### src/rtl/lane_rect_plotter.sv
// lane_rect_plotter: queued lane-rectangle fill and full-screen clear engine
// driving a VGA plot interface, one pixel per clock in raster order.
// Optional macro TILE_BORDER_EN adds a per-command border colour for the
// rectangle's outer edge pixels.
module lane_rect_plotter #(
  parameter int unsigned         LANES     = 4,
  parameter int unsigned         SCREEN_W  = 160,
  parameter int unsigned         SCREEN_H  = 120,
  parameter int unsigned         COORD_W   = 9,
  parameter int unsigned         COLOUR_W  = 9,
  parameter int unsigned         CMD_DEPTH = 4,
  parameter logic [COLOUR_W-1:0] BG_COLOUR = '0
) (
  input  logic                       clk,
  input  logic                       reset,
  input  logic                       cmd_valid,
  output logic                       cmd_ready,
  input  logic [$clog2(LANES)-1:0]   cmd_lane,
  input  logic [COORD_W-1:0]         cmd_y,
  input  logic [COORD_W-1:0]         cmd_h,
  input  logic [COLOUR_W-1:0]        cmd_colour,
`ifdef TILE_BORDER_EN
  input  logic [COLOUR_W-1:0]        border_colour,
`endif
  input  logic                       clear_req,
  output logic [COORD_W-1:0]         x,
  output logic [COORD_W-1:0]         y,
  output logic [COLOUR_W-1:0]        colour,
  output logic                       plot,
  output logic                       busy,
  output logic                       done
);

  localparam int unsigned LANE_BITS = $clog2(LANES);
  localparam int unsigned LANE_W    = SCREEN_W / LANES;
  localparam int unsigned PTR_W     = $clog2(CMD_DEPTH);
  localparam int unsigned CNT_W     = PTR_W + 1;
  localparam int unsigned YS_W      = COORD_W + 1;

  localparam logic [1:0] S_IDLE  = 2'd0;
  localparam logic [1:0] S_LOAD  = 2'd1;
  localparam logic [1:0] S_FILL  = 2'd2;
  localparam logic [1:0] S_CLEAR = 2'd3;

  // Command FIFO storage
  logic [LANE_BITS-1:0] q_lane   [CMD_DEPTH];
  logic [COORD_W-1:0]   q_y      [CMD_DEPTH];
  logic [COORD_W-1:0]   q_h      [CMD_DEPTH];
  logic [COLOUR_W-1:0]  q_colour [CMD_DEPTH];
`ifdef TILE_BORDER_EN
  logic [COLOUR_W-1:0]  q_border [CMD_DEPTH];
  logic [COLOUR_W-1:0]  w_border, w_border_n;
  logic                 on_edge;
`endif

  logic [PTR_W-1:0]     wr_ptr, rd_ptr, wr_ptr_n, rd_ptr_n;
  logic [CNT_W-1:0]     count, count_n;
  logic                 push, pop;

  logic [1:0]           state, state_n;
  logic                 clear_pending, clear_pending_n;
  logic [LANE_BITS-1:0] w_lane, w_lane_n;
  logic [COORD_W-1:0]   w_y, w_y_n, w_h, w_h_n;
  logic [COLOUR_W-1:0]  w_colour, w_colour_n;
  logic [COORD_W-1:0]   x_first, x_last, y_first, y_last;
  logic [COORD_W-1:0]   x_first_n, x_last_n, y_first_n, y_last_n;
  logic [COORD_W-1:0]   x_n, y_n, nx, ny;
  logic [COLOUR_W-1:0]  colour_n;
  logic                 plot_n, done_n, busy_n, ready_n;
  logic [YS_W-1:0]      y_sum, y_end;
  logic [31:0]          x0_full;

  // Next-state, FIFO bookkeeping and next pixel computation
  always_comb begin
    state_n         = state;
    clear_pending_n = clear_pending;
    pop             = 1'b0;
    w_lane_n        = w_lane;
    w_y_n           = w_y;
    w_h_n           = w_h;
    w_colour_n      = w_colour;
`ifdef TILE_BORDER_EN
    w_border_n      = w_border;
    on_edge         = 1'b0;
`endif
    x_first_n       = x_first;
    x_last_n        = x_last;
    y_first_n       = y_first;
    y_last_n        = y_last;
    x_n             = x;
    y_n             = y;
    colour_n        = colour;
    plot_n          = 1'b0;
    done_n          = 1'b0;
    nx              = x;
    ny              = y;
    y_sum           = YS_W'(w_y) + YS_W'(w_h);
    y_end           = (y_sum > YS_W'(SCREEN_H)) ? YS_W'(SCREEN_H) : y_sum;
    x0_full         = 32'(w_lane) * 32'(LANE_W);
    push            = cmd_valid && (count != CNT_W'(CMD_DEPTH));

    case (state)
      S_IDLE: begin
        if (clear_pending) begin
          clear_pending_n = 1'b0;
          x_first_n       = '0;
          x_last_n        = COORD_W'(SCREEN_W - 1);
          y_first_n       = '0;
          y_last_n        = COORD_W'(SCREEN_H - 1);
          nx              = '0;
          ny              = '0;
          plot_n          = 1'b1;
          state_n         = S_CLEAR;
        end else if (count != '0) begin
          pop        = 1'b1;
          w_lane_n   = q_lane[rd_ptr];
          w_y_n      = q_y[rd_ptr];
          w_h_n      = q_h[rd_ptr];
          w_colour_n = q_colour[rd_ptr];
`ifdef TILE_BORDER_EN
          w_border_n = q_border[rd_ptr];
`endif
          state_n    = S_LOAD;
        end
      end
      S_LOAD: begin
        if ((w_h == '0) || (32'(w_y) >= 32'(SCREEN_H)) ||
            (x0_full >= 32'(SCREEN_W))) begin
          done_n  = 1'b1;
          state_n = S_IDLE;
        end else begin
          x_first_n = COORD_W'(x0_full);
          x_last_n  = COORD_W'(x0_full + 32'(LANE_W) - 32'd1);
          y_first_n = w_y;
          y_last_n  = COORD_W'(y_end - YS_W'(1));
          nx        = COORD_W'(x0_full);
          ny        = w_y;
          plot_n    = 1'b1;
          state_n   = S_FILL;
        end
      end
      S_FILL, S_CLEAR: begin
        // done marks the pixel currently on the outputs as the last one
        if (done) begin
          state_n = S_IDLE;
        end else begin
          plot_n = 1'b1;
          if (x == x_last) begin
            nx = x_first;
            ny = y + COORD_W'(1);
          end else begin
            nx = x + COORD_W'(1);
          end
        end
      end
      default: state_n = S_IDLE;
    endcase

    if (plot_n) begin
      x_n    = nx;
      y_n    = ny;
      done_n = (nx == x_last_n) && (ny == y_last_n);
`ifdef TILE_BORDER_EN
      on_edge  = (nx == x_first_n) || (nx == x_last_n) ||
                 (ny == y_first_n) || (ny == y_last_n);
      colour_n = (state_n == S_CLEAR) ? BG_COLOUR :
                 (on_edge ? w_border_n : w_colour_n);
`else
      colour_n = (state_n == S_CLEAR) ? BG_COLOUR : w_colour_n;
`endif
    end

    if (clear_req) clear_pending_n = 1'b1;

    wr_ptr_n = wr_ptr + PTR_W'(push);
    rd_ptr_n = rd_ptr + PTR_W'(pop);
    count_n  = count + CNT_W'(push) - CNT_W'(pop);
    ready_n  = (count_n != CNT_W'(CMD_DEPTH));
    busy_n   = (state_n != S_IDLE) || (count_n != '0) || clear_pending_n;
  end

  // FIFO entry write on accepted push
  always_ff @(posedge clk) begin
    if (push) begin
      q_lane[wr_ptr]   <= cmd_lane;
      q_y[wr_ptr]      <= cmd_y;
      q_h[wr_ptr]      <= cmd_h;
      q_colour[wr_ptr] <= cmd_colour;
`ifdef TILE_BORDER_EN
      q_border[wr_ptr] <= border_colour;
`endif
    end
  end

  // State, working registers and registered outputs
  always_ff @(posedge clk or posedge reset) begin
    if (reset) begin
      state         <= S_IDLE;
      clear_pending <= 1'b0;
      wr_ptr        <= '0;
      rd_ptr        <= '0;
      count         <= '0;
      w_lane        <= '0;
      w_y           <= '0;
      w_h           <= '0;
      w_colour      <= '0;
`ifdef TILE_BORDER_EN
      w_border      <= '0;
`endif
      x_first       <= '0;
      x_last        <= '0;
      y_first       <= '0;
      y_last        <= '0;
      x             <= '0;
      y             <= '0;
      colour        <= '0;
      plot          <= 1'b0;
      done          <= 1'b0;
      busy          <= 1'b0;
      cmd_ready     <= 1'b1;
    end else begin
      state         <= state_n;
      clear_pending <= clear_pending_n;
      wr_ptr        <= wr_ptr_n;
      rd_ptr        <= rd_ptr_n;
      count         <= count_n;
      w_lane        <= w_lane_n;
      w_y           <= w_y_n;
      w_h           <= w_h_n;
      w_colour      <= w_colour_n;
`ifdef TILE_BORDER_EN
      w_border      <= w_border_n;
`endif
      x_first       <= x_first_n;
      x_last        <= x_last_n;
      y_first       <= y_first_n;
      y_last        <= y_last_n;
      x             <= x_n;
      y             <= y_n;
      colour        <= colour_n;
      plot          <= plot_n;
      done          <= done_n;
      busy          <= busy_n;
      cmd_ready     <= ready_n;
    end
  end

endmodule

### config.mk
export PLATFORM = sky130hd
export DESIGN_NAME = lane_rect_plotter
export DESIGN_NICKNAME = d
export VERILOG_FILES = /design/src/rtl/lane_rect_plotter.sv
export SDC_FILE = /design/constraint.sdc
export NUM_CORES = 1
export LEC_CHECK = 0
export ABC_AREA = 1
export ABC_CLOCK_PERIOD_IN_PS = 3600
export CAP_MARGIN = 20
export CORE_UTILIZATION = 42
export CTS_CLUSTER_SIZE = 24
export DETAILED_ROUTE_END_ITERATION = 10
export PLACE_DENSITY_LB_ADDON = 0.15
export SYNTH_ARGS = -nofsm -noshare
export SYNTH_HDL_FRONTEND = slang
export SYNTH_SLANG_ARGS = --single-unit
### constraint.sdc
create_clock -name clk -period 3.6 [get_ports clk]
set_input_delay 0.72 -clock clk [delete_from_list [all_inputs] [get_ports clk]]
set_output_delay 0.72 -clock clk [all_outputs]
set_load 0.03 [all_outputs]
# Yosys cells after proc, flatten, opt, wreduce, memory -nomap -nowiden
# Memory sizes are Yosys's and may differ from the RTL's. A register that Yosys moved wholly into a read port is not among the register bits.
# Index checks and enable logic that the tools add are counted.
[word_totals]
inputBits = 33
reg_bits = 77
mem_count = 4
mem_bits_rw = 116
[classes]
n_eq_ne = 11
muxes = 43
n_mul = 1
n_bitwise = 1
reduce_logical = 15
magnitude_cmp = 3
addsub = 10
[mem_list]
columns = ["name", "depth", "word_bits", "rd", "rd_clocked_by_memory_dff", "write_ports", "line_no", "rtl"]
rows = [
  ["q_colour", 4, 9, 1, 0, 1, "49", "logic [COLOUR_W-1:0] q_colour [CMD_DEPTH];"],
  ["q_h", 4, 9, 1, 1, 1, "48", "logic [COORD_W-1:0] q_h [CMD_DEPTH];"],
  ["q_y", 4, 9, 1, 1, 1, "47", "logic [COORD_W-1:0] q_y [CMD_DEPTH];"],
  ["q_lane", 4, 2, 1, 1, 1, "46", "logic [LANE_BITS-1:0] q_lane [CMD_DEPTH];"],
]
[ops]
columns = ["operator", "count"]
rows = [
  ["$mux W9", 19],
  ["$pmux W9 S2", 3],
  ["$pmux W9 S3", 2],
  ["$eq A9 B9 Y1", 3],
  ["$add A9 B1 Y9 const B", 2],
  ["$sub A9 B1 Y9 const B", 2],
  ["$mux W1", 13],
  ["$add A9 B9 Y10", 1],
  ["$gt A10 B7 Y1 const B", 1],
  ["$add A8 B6 Y9 const B", 1],
  ["$ge A9 B7 Y1 const B", 1],
  ["$logic_not A9 Y1", 1],
  ["$ge A8 B8 Y1 const B", 1],
  ["$mux W2", 4],
  ["$eq A2 B2 Y1 const B", 3],
  ["$ne A3 B3 Y1 const B", 2],
  ["$pmux W2 S3", 1],
  ["$reduce_and A3 Y1", 2],
  ["$reduce_bool A3 Y1", 2],
  ["$mul A2 B3 Y5 const B", 1],
  ["$add A2 B1 Y2", 2],
  ["$logic_or A1 B1 Y1", 4],
  ["$ne A2 B2 Y1 const B", 2],
  ["$reduce_bool A2 Y1", 2],
  ["8 further kinds", 9],
]

# Depth between registers and ports, before layout
[depth]
depth_word = 9
mapped_depth = 27
mapped_depth_nobuf = 27

# Worst setup path after synthesis
# OpenSTA, ideal clock, no wires.
[synth_timing]
kind = "input to register"
from = "in cmd_valid"
to = "mem q_colour[0][0], enable pin"
t_required_ns = 3.149
slack_ns = 0.079
cell_stages = 3
arrival_ns = 3.069
setup_ns = 0.451
path_buffers = 0
cell_sequence = "a21boi_0 -> inv_1 -> nor3_1"
[synth_between]
elab_chain_len = 3
[synth_rtl]
columns = ["element", "line_no", "rtl"]
rows = [
  ["from (decl)", "16", "input logic cmd_valid,"],
  ["$logic_and A1 B1 Y1", "100", "push = cmd_valid && (count != CNT_W'(CMD_DEPTH));"],
  ["$mux W1", "184", "if (push) begin"],
  ["$mux W1 (implied by the code)", "188", "q_colour[wr_ptr] <= cmd_colour;"],
  ["to (decl)", "49", ""],
]
# No other way between the ends.

# Worst setup path after layout
[layout_timing]
from = "reg w_h[0], read port of q_h"
to = "reg done"
[layout_between]
elab_chain_len = 9
word_cells_on_any_way = 23
classes_between = "2 x add/sub; 1 x order compare; 2 x eq/ne; 14 x mux; 4 x reduce/logical"
[layout_rtl]
columns = ["element", "line_no", "rtl"]
rows = [
  ["from (decl)", "63", "logic [COORD_W-1:0] w_y, w_y_n, w_h, w_h_n;"],
  ["$add A9 B9 Y10", "97", "y_sum = YS_W'(w_y) + YS_W'(w_h);"],
  ["$gt A10 B7 Y1", "98", "y_end = (y_sum > YS_W'(SCREEN_H)) ? YS_W'(SCREEN_H) : y_sum;"],
  ["$mux W9", "98", ""],
  ["$sub A9 B1 Y9", "135", "y_last_n = COORD_W'(y_end - YS_W'(1));"],
  ["$mux W9", "127", "if ((w_h == '0) || (32'(w_y) >= 32'(SCREEN_H)) ||"],
  ["$pmux W9 S2", "102", "case (state)"],
  ["$eq A9 B9 Y1", "162", "done_n = (nx == x_last_n) && (ny == y_last_n);"],
  ["$logic_and A1 B1 Y1", "162", ""],
  ["$mux W1 (*)", "159", "if (plot_n) begin"],
  ["named net done_n", "69", "logic plot_n, done_n, busy_n, ready_n;"],
  ["to (signal assigned)", "242", "done <= done_n;"],
  ["to (decl)", "31", "output logic done"],
]
# Mark *: on every way through the listed nets, which the timed path passes. The rest lies on a longest branch.
# A chain may end at the register's enable or synchronous reset.

==> impl_metrics.env <==
export IMPL_first_global_vias=7369
export IMPL_p_leak_nw=5.14
export IMPL_fin_nets=1212
export IMPL_start_kind="flop"
export IMPL_p_sw_share_pct=23.3
export IMPL_synthesis_area_sq_mm=0.00998
export IMPL_overflow=0
export IMPL_root_buffer="clkbuf_16"
export IMPL_syn_num_nets=1141
export IMPL_post_place_ws_ns=0.343
export IMPL_utilization_pct=50.4
export IMPL_cts_tree="yes"
export IMPL_dp_cells=1454
export IMPL_dp_hpwl_microns=15400
export IMPL_dieArea_sq_mm=0.0244
export IMPL_placed_area_sq_mm=0.0110
export IMPL_worstMarginPinSlew_ns=1.01
export IMPL_gp_congestion=0.861
export IMPL_cts_made_buffers=23
export IMPL_synth_warnings=0
export IMPL_final_hold_viol_count=0
export IMPL_rsz0062_at_grt="no"
export IMPL_routedWlPerCell_microns=15.7
export IMPL_status="finished with violations"
export IMPL_fin_cells=1496
export IMPL_fin_area_sq_mm=0.0118
export IMPL_core_area_sq_mm=0.0234
export IMPL_pin_count=64
export IMPL_detail_route_antenna_nets=0
export IMPL_synth_distinct_cells=48
export IMPL_setup_viol_count_final=0
export IMPL_p_seq_share_pct=50.7
export IMPL_drive_gt1_share_pct=9.18
export IMPL_drv_slew=0
export IMPL_rows=56
export IMPL_cp_end_kind="flop"
export IMPL_drv_cap=0
export IMPL_yosysTopAreaCellShare_pct=34.9
export IMPL_p_total_mw=5.75
export IMPL_cts_path_max_buffers=3
export IMPL_holdWs_ns=0.477
export IMPL_path_clk_slew_ns=0.06
export IMPL_clock_sinks=206
export IMPL_cp_required_ns=4.05
export IMPL_diodes=0
export IMPL_fin_tns_setup_ns=0
export IMPL_yosysTopAreaCell="edfxtp_1"
export IMPL_violations="DRC"
export IMPL_cp_max_fo=8
export IMPL_wl_microns=23600
export IMPL_setup_worst_path_class="reg -> reg"
export IMPL_power_frac_clock_pct=41.0
export IMPL_grt_usage_pct=20.1
export IMPL_min_path_type="reg -> reg"
export IMPL_power_density_mw_per_mm2=487
export IMPL_synth_sequential_area_ratio_pct=57.5
export IMPL_ys_ff_latch=206
export IMPL_final_common_cell="nand2_1"
export IMPL_combinationalPowerShare_pct=8.4
export IMPL_fin_crit_ns=3.21
export IMPL_syn_inst=1089
export IMPL_drtPass1Iterations=8
export IMPL_vias=7506
export IMPL_clock_skew_ns=0.0175
export IMPL_clk_latency_ns=0.51
export IMPL_cts_htree_levels=1
export IMPL_critPathArrivalTime_ns=3.67
export IMPL_port_buffers=63
export IMPL_yosys_top_cells_area="edfxtp_1 (35%), dfrtp_1 (22%), nand2_1 (9.0%)"
export IMPL_syn_area_per_cell_sq_um=9.16
export IMPL_p_int_mw=4.41
export IMPL_drt_iter0_drc=454
export IMPL_vias_per_cell=5.02
export IMPL_die_x_microns=156
export IMPL_finalCritPeriodShare_pct=89.3
export IMPL_fin_ws_ns=0.386
export IMPL_layout_common_cells="nand2_1 (238), nor2_1 (166), edfxtp_1 (116)"
export IMPL_holdBufCountCts=0
export IMPL_drc=1
export IMPL_grt_pass1_wl_microns=38300
export IMPL_maxSlewHeadroom_pct=32.7
export IMPL_die_h_microns=156
export IMPL_clock_fmax_mhz=311
export IMPL_antenna_found_initial=0
export IMPL_largestRegisters="q_colour: 36 flops, q_h: 36 flops, q_y: 36 flops"
export IMPL_area_growth_syn_to_layout_pct=18.1
export IMPL_grt_max_degree=60
export IMPL_vdd_ir_drop_max_mv=0.320
export IMPL_start_util_pct=42.6
export IMPL_switchingPower_mw=1.34
-- worst paths after layout --
path	slack, ns	to	from	depth (start not counted)
worst max-delay path	0.39	done$_DFF_PP0_	w_h[0]$_DFFE_PP0P_	27
min in group asynchronous	0.66	wr_ptr[0]$_DFF_PP0_	reset	2
worst max register to register	0.39	done$_DFF_PP0_	w_h[0]$_DFFE_PP0P_	27
max in group asynchronous	2.23	w_h[3]$_DFFE_PP0P_	reset	3
worst min register to register	0.48	colour[1]$_DFFE_PP0N_	colour[1]$_DFFE_PP0N_	2
worst min-delay path	0.48	colour[1]$_DFFE_PP0N_	colour[1]$_DFFE_PP0N_	2
-- cell usage after synthesis, drive strengths merged --
master,instances
nand2,246
nor2,175
inv,120
edfxtp,116
nand3,92
dfrtp,89
o21ai,78
a31oi,21
a21oi,20
clkbuf,19
ha,17
nand4,16
buf,15
nor3,10
xor2,9
o22ai,8
or2,8
a22oi,5
xnor2,5
mux2,3
nand3b,3
o211ai,3
clkinv,2
fa,2
o21bai,2
a21boi,1
a21o,1
dfstp,1
o2111ai,1
o221ai,1
-- final cells by class --
cell class / count / area, sq um
clock buffer: 31 / 626
clock inverter: 11 / 139
fill: 2218 / 11600
inverter: 122 / 460
multi-input combinational: 727 / 3650
sequential: 206 / 5740
tap: 319 / 399
timing repair buffer: 80 / 771
-- logic make-up (layout without fill, tap and decap cells) --
family | Yosys count | after routing | synth area share (%)
flops | 206 | 206 | 57.5
fa+ha+maj | 19 | 19 | 2.53
compound gates | 141 | 141 | 7.96
xor+xnor | 14 | 14 | 1.23
simple gates | 550 | 550 | 24.3
mux | 3 | 3 | 0.339
buf+inv | 156 | 244 | 6.17
-- power by group through the flow --
stage | combinational (mW) | clock [mW] | sequential (mW)
2_1_floorplan | 0.273 | 0 | 2.96
3_3_place_gp | 0.487 | 0 | 2.95
3_5_place_dp | 0.495 | 0 | 2.96
4_1_cts | 0.495 | 2.41 | 2.91
5_1_grt | 0.545 | 2.49 | 2.94
6_report | 0.482 | 2.35 | 2.91
-- metal layers --
layer | wire length, microns | global-route usage (%) | share of wire (%) | vias to the layer above
met5 | 0 | 0 | 0 | -
met4 | 480 | 6.02 | 2.0 | 0
met3 | 933 | 2.53 | 4.0 | 34
met2 | 11100 | 34.0 | 47 | 148
met1 | 11000 | 26.9 | 47 | 3553
li1 | - | - | - | 3771
-- critical path, cell delays in order, from the launching register on --
cell and delay (ns):
dfrtp_1 0.38, ha_1 0.18, inv_1 0.07, fa_2 0.37, inv_1 0.09, nand3_1 0.09, nand2_1 0.11, nand2_1 0.07
nand2_1 0.06, nand2_1 0.04, nand2_1 0.10, inv_1 0.11, nor2_8 0.17, nand3_1 0.10, ha_1 0.23, nand3_1 0.14
nor2_2 0.06, inv_1 0.06, nand2_1 0.05, o21ai_1 0.12, nand2_1 0.08, nand2_1 0.08, nand2_1 0.05, nand2_1 0.05
nand2_1 0.05, nor2_1 0.09, nand4_1 0.08, nand2_1 0.06
-- repair_timing --
action	4_1_cts	5_1_grt
endpoints found under the setup margin	0	1
buffers inserted	0	0
resized for setup	0	1
No activity file was read; power rests on OpenSTA's default activity.
